--- config.mk ---
export PLATFORM = sky130hd
export DESIGN_NAME = mem_port_arbiter
export DESIGN_NICKNAME = d
export VERILOG_FILES = /design/src/rtl/mem_port_arbiter.sv
export SDC_FILE = /design/constraint.sdc
export NUM_CORES = 1
export LEC_CHECK = 0
export ABC_AREA = 1
export CAP_MARGIN = 30
export CORE_MARGIN = 2
export CORE_UTILIZATION = 25
export CTS_CLUSTER_DIAMETER = 120
export DETAILED_ROUTE_END_ITERATION = 8
export SLEW_MARGIN = 20
export SYNTH_ARGS = -nofsm -noshare
export SYNTH_HDL_FRONTEND = slang
export SYNTH_SLANG_ARGS = --single-unit
--- constraint.sdc ---
create_clock -name clk -period 9.2 [get_ports clk]
set_input_delay 0.92 -clock clk [delete_from_list [all_inputs] [get_ports clk]]
set_output_delay 0.92 -clock clk [all_outputs]
set_load 0.1 [all_outputs]
--- src/rtl/mem_port_arbiter.sv ---
// Arbiter for a single-port unified memory shared by instruction fetch and data access.
// Data wins contention; a streak counter forces a pending fetch through after MAX_DM_STREAK data grants.
module mem_port_arbiter #(
  parameter int unsigned MAX_DM_STREAK = 4
) (
  input  logic        clk,
  input  logic        rst,
  input  logic        if_req_i,
  input  logic [31:0] if_addr_i,
  input  logic        if_flush_i,
  output logic        if_valid_o,
  output logic [31:0] if_data_o,
  output logic        if_stall_o,
  input  logic        dm_req_i,
  input  logic        dm_we_i,
  input  logic [31:0] dm_addr_i,
  input  logic [31:0] dm_wdata_i,
  input  logic [3:0]  dm_wstrb_i,
  output logic        dm_valid_o,
  output logic [31:0] dm_rdata_o,
  output logic        dm_stall_o,
  output logic        mem_req_o,
  output logic        mem_we_o,
  output logic [31:0] mem_addr_o,
  output logic [31:0] mem_wdata_o,
  output logic [3:0]  mem_wstrb_o,
  input  logic        mem_ready_i,
  input  logic [31:0] mem_rdata_i
);

  localparam logic [3:0] MaxStreak = 4'(MAX_DM_STREAK);

  typedef enum logic [1:0] {StIdle, StIfBusy, StDmBusy} state_e;

  state_e     state_q, state_d;
  logic [3:0] streak_q, streak_d;
  logic       drop_q, drop_d;
  logic       if_elig, dm_elig;
  logic       grant_if, grant_dm;
  logic       if_done, dm_done;

  // A requester in its valid cycle has just been served and must not be re-granted.
  assign if_elig = if_req_i & ~if_valid_o;
  assign dm_elig = dm_req_i & ~dm_valid_o;

  assign if_stall_o = if_req_i & ~if_valid_o;
  assign dm_stall_o = dm_req_i & ~dm_valid_o;

  assign if_done = (state_q == StIfBusy) & mem_ready_i;
  assign dm_done = (state_q == StDmBusy) & mem_ready_i;

  always_comb begin
    state_d  = state_q;
    streak_d = streak_q;
    drop_d   = drop_q;
    grant_if = 1'b0;
    grant_dm = 1'b0;
    unique case (state_q)
      StIdle: begin
        drop_d = 1'b0;
        if (dm_elig && (!if_elig || (streak_q < MaxStreak))) begin
          grant_dm = 1'b1;
          state_d  = StDmBusy;
          streak_d = if_elig ? streak_q + 4'd1 : 4'd0;
        end else if (if_elig) begin
          grant_if = 1'b1;
          state_d  = StIfBusy;
          streak_d = 4'd0;
        end
      end
      StIfBusy: begin
        if (if_flush_i) drop_d = 1'b1;
        if (mem_ready_i) state_d = StIdle;
      end
      StDmBusy: begin
        if (mem_ready_i) state_d = StIdle;
      end
      default: state_d = StIdle;
    endcase
  end

  always_ff @(posedge clk or posedge rst) begin
    if (rst) begin
      state_q  <= StIdle;
      streak_q <= 4'd0;
      drop_q   <= 1'b0;
    end else begin
      state_q  <= state_d;
      streak_q <= streak_d;
      drop_q   <= drop_d;
    end
  end

  // Command register: loaded on grant, held until the memory completes it.
  always_ff @(posedge clk or posedge rst) begin
    if (rst) begin
      mem_req_o   <= 1'b0;
      mem_we_o    <= 1'b0;
      mem_addr_o  <= 32'h0;
      mem_wdata_o <= 32'h0;
      mem_wstrb_o <= 4'h0;
    end else if (grant_if || grant_dm) begin
      mem_req_o   <= 1'b1;
      mem_we_o    <= grant_dm & dm_we_i;
      mem_addr_o  <= grant_dm ? dm_addr_i : if_addr_i;
      mem_wdata_o <= grant_dm ? dm_wdata_i : 32'h0;
      mem_wstrb_o <= grant_dm ? dm_wstrb_i : 4'h0;
    end else if (mem_req_o && mem_ready_i) begin
      mem_req_o <= 1'b0;
    end
  end

  // A flush on the ready cycle itself must also suppress the fetch response.
  always_ff @(posedge clk or posedge rst) begin
    if (rst) begin
      if_valid_o <= 1'b0;
      if_data_o  <= 32'h0;
      dm_valid_o <= 1'b0;
      dm_rdata_o <= 32'h0;
    end else begin
      if_valid_o <= if_done & ~(drop_q | if_flush_i);
      dm_valid_o <= dm_done;
      if (if_done && !(drop_q || if_flush_i)) if_data_o <= mem_rdata_i;
      if (dm_done && !mem_we_o) dm_rdata_o <= mem_rdata_i;
    end
  end

endmodule

=== Yosys cells after proc, flatten, opt, wreduce, memory -nomap -nowiden ===
Cells that the tools add are included.

* Bits in registers: 143
* Bits of input ports: 139
* Output and inout port bits: 138
* Word-level logic and storage cells: 66

* Add/sub/neg operators: 1
* Order comparisons: 1
* Equal/unequal tests: 5
* Muxes and demuxes: 19
* Bitwise logic cells: 10
* Reduce and logical (&&, ||, !) cells: 18

{| class="wikitable"
|+ Operator list
! cell !! number
|-
| 32-bit 2-to-1 mux || 2
|-
| 4-bit 2-to-1 mux || 4
|-
| 1-bit 2-to-1 mux || 8
|-
| 1-bit AND || 6
|-
| 2-bit 2-to-1 mux || 3
|-
| 2-bit AND reduction || 3
|-
| 2-bit nonzero test || 3
|-
| 4-bit by 1-bit adder with 4-bit output (second input constant) || 1
|-
| 1-bit logical AND || 4
|-
| 4-bit by 3-bit less-than comparator with 1-bit output (second input constant) || 1
|-
| 2-bit case mux with 2 select lines || 1
|-
| 1-bit logical NOT || 3
|-
| 1-bit logical OR || 3
|-
| 3-bit != test (second input constant) || 1
|-
| 1-bit NOT || 3
|-
| 2-bit by 1-bit equality test with 1-bit output (second input constant) || 1
|-
| 2-bit equality test (second input constant) || 1
|-
| 2-bit logical NOT || 1
|-
| 2-bit by 1-bit != test with 1-bit output (second input constant) || 1
|-
| 2-bit != test (second input constant) || 1
|-
| 1-bit case mux with 2 select lines || 1
|-
| 2-bit OR reduction || 1
|-
| 1-bit OR || 1
|}

=== Logic depth before layout (Yosys ltp) ===
* Depth in word-level cells: 9
* Gate-level depth with buffers: 10
* Mapped depth without buffers: 9

=== Worst setup path before layout ===
OpenSTA, ideal clock, no wires.

* Path kind: input to output
* From: input if_req_i
* To: output if_stall_o
* Data arrival time: 1476 ps
* Slack: 6804 ps
* Cell stages on the path: 2
* Cell sequence: inv_1 -> nor2_4

* Cells in the longest elaborated chain, start to end: 1

{| class="wikitable"
|+ Ends and longest elaborated chain
! element !! RTL line !! text
|-
| from (decl) || 8 || <nowiki>input logic if_req_i,</nowiki>
|-
| 1-bit AND || 46 || <nowiki>assign if_stall_o = if_req_i & ~if_valid_o;</nowiki>
|-
| to (decl) || 13 || <nowiki>output logic if_stall_o,</nowiki>
|}

Every way passes these cells.

=== Worst setup path in the final report ===
Ends and elaborated chain as after synthesis.

==> out/metrics.cfg <==
[timing]
slew_headroom_pct=30.76
period_share_pct=39.66
skew_ps=12.00
final.setup.tns_ps=0
slew_viol_final=0
rsz0062_at_grt=false
worst_pin_slew_ps=1035
clock.fmax_mhz=274.1
finalSetupViolations=0
post-route-min-period_ps=3649
finalHoldViolCount=0

[setup_path]
slowest_stage=clkdlybuf4s50_1
cp_max_fo=3
crit_buf_inv=3
cp.depth=4
worstSetupPathType=primary input to output pin
r2r_cells=8
cp_top_family=buffers and inverters
endpoint_kind=output pin
r2r-start=dm_valid_o$_DFF_PP0_
reg2reg_slack_ps=6820
cp_data_required_time_ps=8280
cp_cell_sequence=clkdlybuf4s50_1 > inv_1 > nor2_4 > clkdlybuf4s50_1
crit_path_frequent_cell=clkdlybuf4s50_1
max_stage_delay_ps=1140
reg2reg_to=mem_we_o$_DFFE_PP0P_
critical_path_arrival_ps=2730
cp-start-kind=primary input

[layout]
drive_above_1_share_pct=6.063
layout.nets=1202
area_growth_pct=58.09
antennaDiodeCount=0

[detailed_routing]
wl_per_cell_um=13.84
dr.pass1.iters=4
routed_via_density=4.043
routed_wl_um=19410
vias=5668
ant_nets=0
drt_iter0_markers=247
route.detailed.drc=0

[logic_synthesis]
synthesis.instances=793
ys_types=19
synth_nets=936
ys.warnings.count=0
yosysSeqAreaShare_pct=56.78
synthFlopType=dfrtp_1
synth-edff-count=0
synth_area_sq_um=6302
async_reset_ff_share_pct=100.0
syn_avg_cell_area_sq_um=7.947
yosys_register_bits=143

[cts]
insertion_delay_ps=420
cts_resized=0
clk_pin_slew_ps=60
cts_tree=built
cts_inserted_buffers=17
cts_root_buf=clkbuf_16
hold_buffers=0
clock-sinks=143
cts_setup_buffers=0
h-tree-depth=4
clk_path_buf_depth=2

[global_route]
antenna_found_initial=0
grt_pass1_vias=5665
grt_max_degree=83
grt_pass1_wl_um=30340
grt_overflow=0
grt.total_usage_pct=14.81

[worst_hold_path]
hold_path_startpoint=mem_addr_o[17]$_DFFE_PP0P_
hold-path-cell-count=2
hold_end=mem_addr_o[17]$_DFFE_PP0P_
hold_path_class=flop to flop

[die]
die_h_um=162.8
start_util_pct=25.25
die-area_sq_um=26500
rows=58
coreArea_sq_um=24960
io_pins=277
die_w_um=162.8

[placement]
dpl.hpwl_um=12960
io_buffers=276
gp_congestion=0.7549

[outcome]
status=complete, no violations

[job]
max_cap_viol_count=0

cells by family after synthesis:
| family | after synthesis | share of synthesized area (%) |
|---|---|---|
| compound gates | 71 | 5.638 |
| fa+ha+maj | 4 | 0.7942 |
| buf+inv | 181 | 11.99 |
| flops | 143 | 56.78 |
| simple gates | 394 | 24.80 |
layer usage:
metal  share of wire [%]  vias up  track usage, %
met5                   0        -               0
met4                 1.0        0           3.862
met3                 9.1       10           5.780
met2                  47      187           24.25
met1                  43     2602           18.25
li1                    -     2869               -
synth_stat cells, types with 2 or more instances:
cell type  number  area, sq um
inv_1         126        473.0
nand3_1        34        170.2
buf_2          18        90.09
buf_4           7        52.55
nand2_1       352         1321
dfrtp_1       143         3578
o21ai_1         4        20.02
nor2_1          2        7.510
nand2_4         2        22.52
clkbuf_1        7        26.28
inv_4           2        12.51
buf_6           3        33.78
ha_1            4        50.05
o21ai_0        67        335.3
inv_2          18        67.56
layout make-up:
class                           count  area [sq um]
Fill cell                        2562         15000
Sequential cell                   143          3578
Timing Repair Buffer              282          2868
Multi-Input combinational cell    469          1976
Inverter                          146         558.0
Clock buffer                       19         442.9
Tap cell                          330         412.9
Clock inverter                     13         127.6
through the flow:
stage	area [sq um]	utilization [%]	instances	setup WS (ps)	hold slack [ps]
after global routing	9963	39.91	1402	5518	494.2
after CTS	9963	39.91	1402	5548	480.8
after detailed placement	9393	37.63	1370	5549	463.6
final	9963	39.91	1402	5551	476.7
after global placement	9310	37.29	1367	5547	461.6
after floorplan	6302	-	793	4442	457.0
flip-flops by register name, summed over array words and instances, names as in the netlist:
name / count
dm_rdata_o: 32
dm_valid_o: 1
drop_q: 1
if_data_o: 32
if_valid_o: 1
mem_addr_o: 32
mem_req_o: 1
mem_wdata_o: 32
mem_we_o: 1
mem_wstrb_o: 4
state_q: 2
streak_q: 4
worst register-to-register path, delay by kind of cell (launching register included):
kind,cells,cell delay (ps)
AO/OA/AOI/OAI,1,90
buffers and inverters,4,1100
flip-flops,1,390
AND/OR/NAND/NOR,3,720
placed cells by master, fill, tap and decap left out, types with 2 or more instances in the layout:
| cell | n |
|---|---|
| buf_16 | 3 |
| buf_4 | 3 |
| clkbuf_16 | 17 |
| clkdlybuf4s50_1 | 276 |
| clkinvlp_4 | 5 |
| dfrtp_1 | 143 |
| ha_1 | 4 |
| inv_1 | 125 |
| inv_2 | 18 |
| inv_4 | 2 |
| inv_6 | 6 |
| nand2_1 | 351 |
| nand2_2 | 2 |
| nand2_4 | 2 |
| nand3_1 | 33 |
| nor2_1 | 2 |
| o21ai_0 | 67 |
| o21ai_1 | 4 |
worst max path at each step:
stage                   from                        end  slack (ps)
global placement    if_req_i                 if_stall_o        5550
CTS                 if_req_i                 if_stall_o        5550
detailed placement  if_req_i                 if_stall_o        5550
floorplan                rst  dm_rdata_o[0]$_DFFE_PP0P_        4440
global route        if_req_i                 if_stall_o        5520
finish              if_req_i                 if_stall_o        5550
Power is not shown: default switching activity piles up to over one toggle a cycle in this logic, so the estimate is an artifact.
